--- src/rtl/alu_seq_pkg.sv ---
// alu_seq_pkg
//   Shared definitions for the ALU operation sequencer:
//   - default ALU widths (function key, operand, result)
//   - ALU function key encodings
//   - sequencer FSM state encoding
//   - queued instruction layout {key, a}
// No ports (package only).

package alu_seq_pkg;

    localparam int KEY_W  = 3;
    localparam int OPND_W = 4;
    localparam int RES_W  = 8;

    typedef enum logic [KEY_W-1:0] {
        ADD_RIPPLE = 3'd0,
        ADD        = 3'd1,
        ORXOR      = 3'd2,
        REDOR      = 3'd3,
        REDAND     = 3'd4,
        SHL        = 3'd5,
        SHR        = 3'd6,
        MUL        = 3'd7
    } alu_key_e;

    typedef enum logic [1:0] {
        IDLE,
        ISSUE,
        CAPTURE,
        DONE
    } state_t;

    typedef struct packed {
        logic [KEY_W-1:0]  key;
        logic [OPND_W-1:0] a;
    } instr_t;

endpackage

--- src/rtl/alu_seq_fifo.sv ---
// alu_seq_fifo
//   Synchronous instruction FIFO for the ALU sequencer.
//   Ports:
//     clock, reset      - rising-edge clock, synchronous active-high reset
//     push, push_data   - write request and data (ignored when full)
//     pop               - remove head entry (ignored when empty)
//     head              - current head entry
//     head_next         - entry that becomes head after a pop this cycle,
//                         including a same-cycle push into a single-entry FIFO
//     full, empty       - occupancy flags
//     single            - exactly one entry stored

module alu_seq_fifo #(
    parameter int DEPTH = 8,
    parameter int WIDTH = 7
) (
    input  logic             clock,
    input  logic             reset,
    input  logic             push,
    input  logic [WIDTH-1:0] push_data,
    input  logic             pop,
    output logic [WIDTH-1:0] head,
    output logic [WIDTH-1:0] head_next,
    output logic             full,
    output logic             empty,
    output logic             single
);

    localparam int AW = $clog2(DEPTH);
    localparam int CW = AW + 1;

    logic [WIDTH-1:0] mem [DEPTH];
    logic [AW-1:0]    wr_ptr;
    logic [AW-1:0]    rd_ptr;
    logic [AW-1:0]    rd_ptr_inc;
    logic [CW-1:0]    count;
    logic             do_push;
    logic             do_pop;

    assign full    = (count == CW'(DEPTH));
    assign empty   = (count == '0);
    assign single  = (count == CW'(1));
    assign do_push = push && !full;
    assign do_pop  = pop && !empty;

    assign rd_ptr_inc = rd_ptr + AW'(1);
    assign head       = mem[rd_ptr];
    // With one entry left, the successor of the head can only be the word
    // being pushed in the same cycle.
    assign head_next  = (count > CW'(1)) ? mem[rd_ptr_inc] : push_data;

    // Storage array kept free of reset so it maps onto plain RAM/registers.
    always_ff @(posedge clock) begin
        if (do_push) begin
            mem[wr_ptr] <= push_data;
        end
    end

    // Pointers wrap naturally because DEPTH is a power of two; the separate
    // count tells full from empty.
    always_ff @(posedge clock) begin
        if (reset) begin
            wr_ptr <= '0;
            rd_ptr <= '0;
            count  <= '0;
        end else begin
            if (do_push) begin
                wr_ptr <= wr_ptr + AW'(1);
            end
            if (do_pop) begin
                rd_ptr <= rd_ptr_inc;
            end
            case ({do_push, do_pop})
                2'b10:   count <= count + CW'(1);
                2'b01:   count <= count - CW'(1);
                default: count <= count;
            endcase
        end
    end

endmodule

--- src/rtl/alu_op_sequencer.sv ---
// alu_op_sequencer
//   Runs a queued program of {key, A} instructions through an external
//   combinational ALU. B is always the low operand nibble of the internal
//   accumulator; each ALU result is written back into the accumulator.
//   Optional build macro: ALU_OP_SEQUENCER_FLAGS_EN adds flags[1:0] = {zero, carry}.
//   Ports:
//     clock, reset            - rising-edge clock, synchronous active-high reset
//     in_valid/in_ready       - instruction push handshake (in_ready = not full)
//     in_key, in_a            - pushed instruction fields
//     run                     - start program (IDLE only)
//     clear_acc               - zero accumulator (IDLE only)
//     alu_key, alu_a, alu_b   - ALU operand outputs
//     alu_result              - ALU result input, sampled in CAPTURE
//     acc                     - accumulator
//     busy                    - high in ISSUE/CAPTURE
//     done                    - one-cycle pulse when the program completes
//     op_count                - instructions retired since run, saturating
//     flags                   - {zero, carry} of last capture (macro builds only)

module alu_op_sequencer
    import alu_seq_pkg::state_t, alu_seq_pkg::IDLE, alu_seq_pkg::ISSUE,
           alu_seq_pkg::CAPTURE, alu_seq_pkg::DONE;
#(
    parameter int DEPTH  = 8,
    parameter int OPND_W = 4,
    parameter int RES_W  = 8,
    parameter int KEY_W  = 3
) (
    input  logic              clock,
    input  logic              reset,
    input  logic              in_valid,
    output logic              in_ready,
    input  logic [KEY_W-1:0]  in_key,
    input  logic [OPND_W-1:0] in_a,
    input  logic              run,
    input  logic              clear_acc,
    output logic [KEY_W-1:0]  alu_key,
    output logic [OPND_W-1:0] alu_a,
    output logic [OPND_W-1:0] alu_b,
    input  logic [RES_W-1:0]  alu_result,
    output logic [RES_W-1:0]  acc,
    output logic              busy,
    output logic              done,
    output logic [7:0]        op_count
`ifdef ALU_OP_SEQUENCER_FLAGS_EN
    ,
    output logic [1:0]        flags
`endif
);

`ifdef ALU_OP_SEQUENCER_FLAGS_EN
    import alu_seq_pkg::ADD_RIPPLE, alu_seq_pkg::ADD;
`endif

    localparam int IW = KEY_W + OPND_W;

    state_t         state;
    logic           push_fire;
    logic           fifo_full;
    logic           fifo_empty;
    logic           fifo_single;
    logic           fifo_pop;
    logic [IW-1:0]  fifo_head;
    logic [IW-1:0]  fifo_head_next;

    assign in_ready  = !fifo_full;
    assign push_fire = in_valid && in_ready;
    assign fifo_pop  = (state == CAPTURE);
    assign alu_b     = acc[OPND_W-1:0];

    alu_seq_fifo #(
        .DEPTH (DEPTH),
        .WIDTH (IW)
    ) u_fifo (
        .clock     (clock),
        .reset     (reset),
        .push      (push_fire),
        .push_data ({in_key, in_a}),
        .pop       (fifo_pop),
        .head      (fifo_head),
        .head_next (fifo_head_next),
        .full      (fifo_full),
        .empty     (fifo_empty),
        .single    (fifo_single)
    );

    // Sequencer FSM. ALU operands are loaded on the edge that enters ISSUE so
    // they are stable through ISSUE and CAPTURE; when looping straight from
    // CAPTURE the FIFO's head_next supplies the post-pop head.
    always_ff @(posedge clock) begin
        if (reset) begin
            state    <= IDLE;
            acc      <= '0;
            op_count <= '0;
            done     <= 1'b0;
            busy     <= 1'b0;
            alu_key  <= '0;
            alu_a    <= '0;
`ifdef ALU_OP_SEQUENCER_FLAGS_EN
            flags    <= '0;
`endif
        end else begin
            done <= 1'b0;
            case (state)
                IDLE: begin
                    if (clear_acc) begin
                        acc <= '0;
                    end
                    if (run) begin
                        op_count <= '0;
`ifdef ALU_OP_SEQUENCER_FLAGS_EN
                        flags    <= '0;
`endif
                        if (!fifo_empty) begin
                            state   <= ISSUE;
                            busy    <= 1'b1;
                            alu_key <= fifo_head[IW-1:OPND_W];
                            alu_a   <= fifo_head[OPND_W-1:0];
                        end else begin
                            state <= DONE;
                            done  <= 1'b1;
                        end
                    end
                end
                ISSUE: begin
                    state <= CAPTURE;
                end
                CAPTURE: begin
                    acc <= alu_result;
                    if (op_count != 8'hFF) begin
                        op_count <= op_count + 8'd1;
                    end
`ifdef ALU_OP_SEQUENCER_FLAGS_EN
                    flags[1] <= (alu_result == '0);
                    flags[0] <= ((alu_key == KEY_W'(ADD_RIPPLE)) || (alu_key == KEY_W'(ADD)))
                                ? alu_result[OPND_W] : 1'b0;
`endif
                    // Head is popped this edge; keep going if anything remains,
                    // including an instruction arriving right now.
                    if (!fifo_single || push_fire) begin
                        state   <= ISSUE;
                        alu_key <= fifo_head_next[IW-1:OPND_W];
                        alu_a   <= fifo_head_next[OPND_W-1:0];
                    end else begin
                        state <= DONE;
                        busy  <= 1'b0;
                        done  <= 1'b1;
                    end
                end
                DONE: begin
                    state <= IDLE;
                end
                default: begin
                    state <= IDLE;
                end
            endcase
        end
    end

endmodule

--- config.mk ---
export PLATFORM = sky130hd
export DESIGN_NAME = alu_op_sequencer
export DESIGN_NICKNAME = d
export VERILOG_FILES = /design/src/rtl/alu_seq_pkg.sv /design/src/rtl/alu_seq_fifo.sv /design/src/rtl/alu_op_sequencer.sv
export SDC_FILE = /design/constraint.sdc
export NUM_CORES = 1
export LEC_CHECK = 0
export CAP_MARGIN = 40
export CELL_PAD_IN_SITES_DETAIL_PLACEMENT = 1
export CELL_PAD_IN_SITES_GLOBAL_PLACEMENT = 2
export CORE_MARGIN = 2
export CORE_UTILIZATION = 41
export CTS_BUF_LIST = sky130_fd_sc_hd__clkbuf_16
export CTS_CLUSTER_DIAMETER = 150
export CTS_CLUSTER_SIZE = 10
export DETAILED_ROUTE_END_ITERATION = 16
export HOLD_SLACK_MARGIN = 0.08
export PLACE_DENSITY = 0.9
export SLEW_MARGIN = 15
export SYNTH_ARGS = -nofsm -noshare
export SYNTH_HDL_FRONTEND = slang
export SYNTH_SLANG_ARGS = --single-unit
--- constraint.sdc ---
create_clock -name clock -period 5.68 [get_ports clock]
set_input_delay 1.136 -clock clock [delete_from_list [all_inputs] [get_ports clock]]
set_output_delay 1.136 -clock clock [all_outputs]
set_load 0.01 [all_outputs]
Word-level counts from Yosys, hierarchy flattened
Memory sizes are Yosys's and may differ from the RTL's. A register that Yosys moved wholly into a read port is not among the register bits. Cells that the tools add are included.

ROM bits: 0. Flip-flop bits (word level): 37. Bits in writable memories: 56. Output and inout bits: 30. Input port bits: 20. Bits in latches: 0. Logic and storage cells: 77. Memories: 1.

Add/subtract/negate cells: 5. Shifts and indexed selects: 0. Order comparisons: 1. Multipliers: 0. Muxes and demuxes: 31. Equality and inequality tests: 14. Reductions and logical operators: 15. Div/mod/pow operators: 0. Bitwise operators: 0.

Memory list: u_fifo.mem (depth 8, bits a word 7, read ports 2, clocked after memory_dff 1, write ports 1, line alu_seq_fifo.sv:32) `logic [WIDTH-1:0] mem [DEPTH];`.

Operator list (count): one-hot mux 8 bit (2 select lines) (2); two-way mux 8 bit (3); one-hot mux 4 bit (2 select lines) (2); two-way mux 3 bit (5); two-way mux 4 bit (3); inequality test 2 bit (second input constant) (6); adder 8 x 1 -> 8 bit (second input constant) (1); two-way mux 1 bit (8); inequality test 8 bit (second input constant) (1); one-hot mux 2 bit (4 select lines) (1); AND reduction 4 bit (2); two-way mux 7 bit (1); adder 3 x 1 -> 3 bit (second input constant) (2); == test 2 bit (second input constant) (3); two-way mux 2 bit (3); one-hot mux 3 bit (2 select lines) (1); adder 4 x 1 -> 4 bit (second input constant) (1); == test 2 x 1 -> 1 bit (second input constant) (2); == test 4 x 1 -> 1 bit (second input constant) (1); == test 4 bit (second input constant) (1); greater-than comparator 4 x 1 -> 1 bit (second input constant) (1); logical NOT 4 bit (1); one-hot mux 1 bit (2 select lines) (2); nonzero test 2 bit (2); other kinds (7) (11).

Longest topological paths before layout
Depth after elaboration: 6. Depth in mapped cells: 9. Mapped depth without buffers: 9.

Modules after synthesis
A second synthesis with hierarchy kept.

Cell total of the unflattened synthesis: 362. Area total of the unflattened synthesis: 4639.4 µm².

By module, submodules not included: alu_seq_fifo (times used 1, sequential area each 1941.9 µm², cells an instance 223, area an instance 3348.2 µm²); alu_op_sequencer (times used 1, sequential area each 540.5 µm², cells an instance 139, area an instance 1291.2 µm²).

Worst setup path before layout
No wires, ideal clock.

Kind: input -> register. Start point: input in_valid. End point: register u_fifo.count[3]. Library setup time: 0.128 ns. Path buffers: 0. Data arrival time: 2.373 ns. Path slack: 3.179 ns. Stages on the path: 6. Data required time: 5.552 ns. Path through: nand2_1 ha_1 or4b_2 a21oi_1 xnor2_1 nor2_1.

Word-level cells in the longest chain between the ends: 4. Elaborated cells between the ends (all ways): 6. Those cells by class: eq/ne (2); mux (1); reduce/logical (3).

RTL lines: from (decl) (line alu_op_sequencer.sv:31) `input logic in_valid,`; logical AND 1 bit * (line alu_op_sequencer.sv:67) `assign push_fire = in_valid && in_ready;`; logical AND 1 bit * (line alu_seq_fifo.sv:43) `assign do_push = push && !full;`; == test 2 x 1 -> 1 bit or == test 2 bit (tied branches) (line alu_seq_fifo.sv:73) `case ({do_push, do_pop})`; one-hot mux 4 bit (2 select lines) or nonzero test 2 bit (tied branches); to (signal assigned) (line alu_seq_fifo.sv:74) `2'b10: count <= count + CW'(1);`; to (signal assigned) (line alu_seq_fifo.sv:75) `2'b01: count <= count - CW'(1);`; to (signal assigned) (line alu_seq_fifo.sv:76) `default: count <= count;`; to (decl) (line alu_seq_fifo.sv:36) `logic [CW-1:0] count;`.

Every way passes the cells marked *; elsewhere a longest branch is shown, timed or not. A chain may end at the register's enable or synchronous reset.

Worst setup path in the final report
Start point: register u_fifo.count[0]. End point: output in_ready.

Word-level cells in the longest chain between the ends: 2.

RTL lines: == test 4 bit (line alu_seq_fifo.sv:40) `assign full = (count == CW'(DEPTH));`; logical NOT 1 bit (line alu_op_sequencer.sv:66) `assign in_ready = !fifo_full;`; to (decl) (line alu_op_sequencer.sv:32) `output logic in_ready,`.

No other way between the ends.

==> metrics.md <==
| Metric | Value |
|---|---|
| Outcome | `complete, no violations` |
| Area growth from synthesis to layout | `19.9%` |
| Pre-CTS setup slack | `2510 ps` |
| DRC errors left | `0` |
| Commonest cells after routing, fill and taps aside | `edfxtp_1 (56), clkdlybuf4s50_1 (49), dfxtp_1 (40), nor2_1 (35), mux2i_1 (30)` |
| Ratio of cells with drive above 1 in the final layout | `10.1%` |
| Final period util | `53.5%` |
| GR Overflow Total | `0` |
| Post-layout util | `49.9%` |
| Post-CTS Resized | `0` |
| Worst-margin pin slew | `755 ps` |
| Reg clk slew, reported paths | `70 ps` |
| Syn Area/Cell | `11.7 um2` |
| First-pass GRT wire length | `18300 um` |
| Antenna Nets Post-Route | `0` |
| Vias in the first global route | `3409` |
| Fin crit period | `3040 ps` |
| Commonest non-fill, non-tap cell in the layout | `edfxtp_1` |
| Nets@finish | `449` |
| Crit end category | `primary output` |
| Wire per inst | `20.3 um` |
| Max-cap viol count | `0` |
| Post-synth top flop | `edfxtp_1` |
| WL final | `11500 um` |
| Total GRT Usage | `20.7%` |
| Skew final | `7.44 ps` |
| CTS Sinks | `96` |
| Worst hold slack | `477 ps` |
| Area contributors post-synth | `edfxtp_1 (38%), dfxtp_1 (18%), mux2i_1 (6.7%)` |
| Post-synth EDFFs | `56` |
| DR vias | `3245` |
| Leak Pwr | `1.75 nW` |
| Total CTS buffers | `9` |
| ANT cells | `0` |
| Final-report hold violation count | `0` |
| Clk Latency, worst-skew pair | `350 ps` |
| Synthesized cell area | `4470 um2` |
| Max rail drop VDD | `0.000160 V` |
| Yosys reg bits | `96` |
| Placed cells | `551` |
| Setup_tns | `0 ps` |
| Multi-input gate area | `1830 um2` |
| Post-CTS setup buffers | `0` |
| H-Tree Depth | `3` |
| Clk buf depth | `2` |
| Pre-antenna DRT Iters | `5` |
| Warnings, synthesis | `0` |
| Crit Path Max Fanout | `6` |
| Crit path launch type | `flip-flop` |
| Crit Path Class | `reg2out` |
| Largest area contributor in the netlist | `edfxtp_1` |
| Placeable Area | `10700 um2` |
| Initial drt markers | `198` |
| Num ports | `50` |
| Synthesized Nets | `408` |
| Final worst-path setup slack | `2640 ps` |
| Pwr Density | `341 nW/um2` |
| Die area | `11800 um2` |
| Tot Pwr | `1.83 mW` |
| Final Non-Filler Cells | `567` |
| Synth top area share | `37.6%` |
| CTS tree | `built` |
| Hold_buf cts | `0` |
| Max Clk Rate | `329 MHz` |
| Hold Path Class | `reg2reg` |
| Asr flop ratio synth | `0%` |
| Sequential cell area fraction in the yosys report | `55.5%` |
| Pins over their slew limit | `0` |
| Filler cells | `1149` |
| Dpl hpwl | `8180 um` |
| Final setup fails | `0` |
| Height of the die | `108 um` |
| Slew headroom | `49.5%` |
| Sequential cell area | `2480 um2` |
| CP Data Required Time | `4540 ps` |
| Yosys cell types | `44` |
| CP arrival | `1900 ps` |
| Final GP Congestion | `0.782` |
| Clock Root Buffer | `clkbuf_16` |
| Syn Inst Count | `381` |
| RSZ-0062 raised after global routing | `false` |
| Largest net degree at the start of global routing | `44` |
| I/O Buffers | `49` |
| Initial antenna violation count | `0` |
| Die W | `108 um` |
| Final instance area | `5360 um2` |
| Via/cell ratio | `5.72` |
| Dpl cell area | `5040 um2` |
| Initial Util | `41.6%` |
| Rows | `38` |
==> metal layers <==
| metal | global-route usage (%) | vias up | part of all wire [%] |
|---|---|---|---|
| li1 | - | 1522 | - |
| met1 | 25.3 | 1620 | 42 |
| met2 | 35.7 | 75 | 51 |
| met3 | 2.35 | 28 | 2.9 |
| met4 | 11.1 | 0 | 3.6 |
| met5 | 0 | - | 0 |
==> worst max-delay path: stages, from the launching register on <==
cell and delay (ps):
dfxtp_1 460, inv_1 70, ha_1 240, nand3b_1 210, clkdlybuf4s50_1 580
==> Yosys cell counts, drive strengths merged, types with 2 or more instances <==
master,number
edfxtp,56
mux2i,30
inv,4
buf,17
nand3,6
xor2,11
xnor2,3
dfxtp,40
o21ai,2
a22oi,23
o41ai,7
nor2,35
a2111oi,7
nor2b,17
nor3,11
and3,3
mux2,14
ha,7
and2,2
a22o,7
a21oi,21
o21bai,3
nand2,10
nand3b,2
or2,3
a211oi,10
nand2b,6
nand4,2
o22ai,7
clkbuf,9
==> registers in the layout (all words and copies together) (netlist names), named ones only <==
register       flops
alu_a              4
state              2
busy               1
u_fifo.wr_ptr      3
alu_key            3
u_fifo.count       4
u_fifo.rd_ptr      3
acc                8
done               1
u_fifo.mem        56
op_count           8
==> power breakdown <==
| group | total, mW | switching [mW] | internal, mW | leakage [nW] |
|---|---|---|---|---|
| sequential | 0.819 | 0.0411 | 0.778 | 0.835 |
| clock | 0.654 | 0.268 | 0.386 | 0.146 |
| combinational | 0.355 | 0.197 | 0.157 | 0.766 |
| total | 1.83 | 0.506 | 1.32 | 1.75 |
==> logic make-up after synthesis <==
logic type	Yosys count	synth area share, %
AND/OR/NAND/NOR	102	11.5
buffers and inverters	30	3.58
multiplexers	44	10.2
flip-flops	96	55.5
adder cells (fa/ha/maj)	7	1.96
XOR/XNOR	14	2.91
AO/OA/AOI/OAI	88	14.2
==> final cells by class <==
type | count | share of cell area (%)
multi-input combinational | 255 | 34.1
clock buffer | 9 | 4.20
sequential | 96 | 46.3
clock inverter | 7 | 1.77
inverter | 4 | 0.280
tap | 140 | 3.27
timing repair buffer | 56 | 10.0
==> worst paths after layout <==
check | start | endpoint | slack, ps | cells after the start
hold reg to reg | alu_a[1] | alu_a[1] | 480 | 1
setup / recovery | u_fifo.count[0] | in_ready | 2640 | 4
hold / removal | alu_a[1] | alu_a[1] | 480 | 1
setup reg to reg | u_fifo.rd_ptr[0] | alu_key[1] | 2940 | 6
No activity file was read; power rests on OpenSTA's default activity.
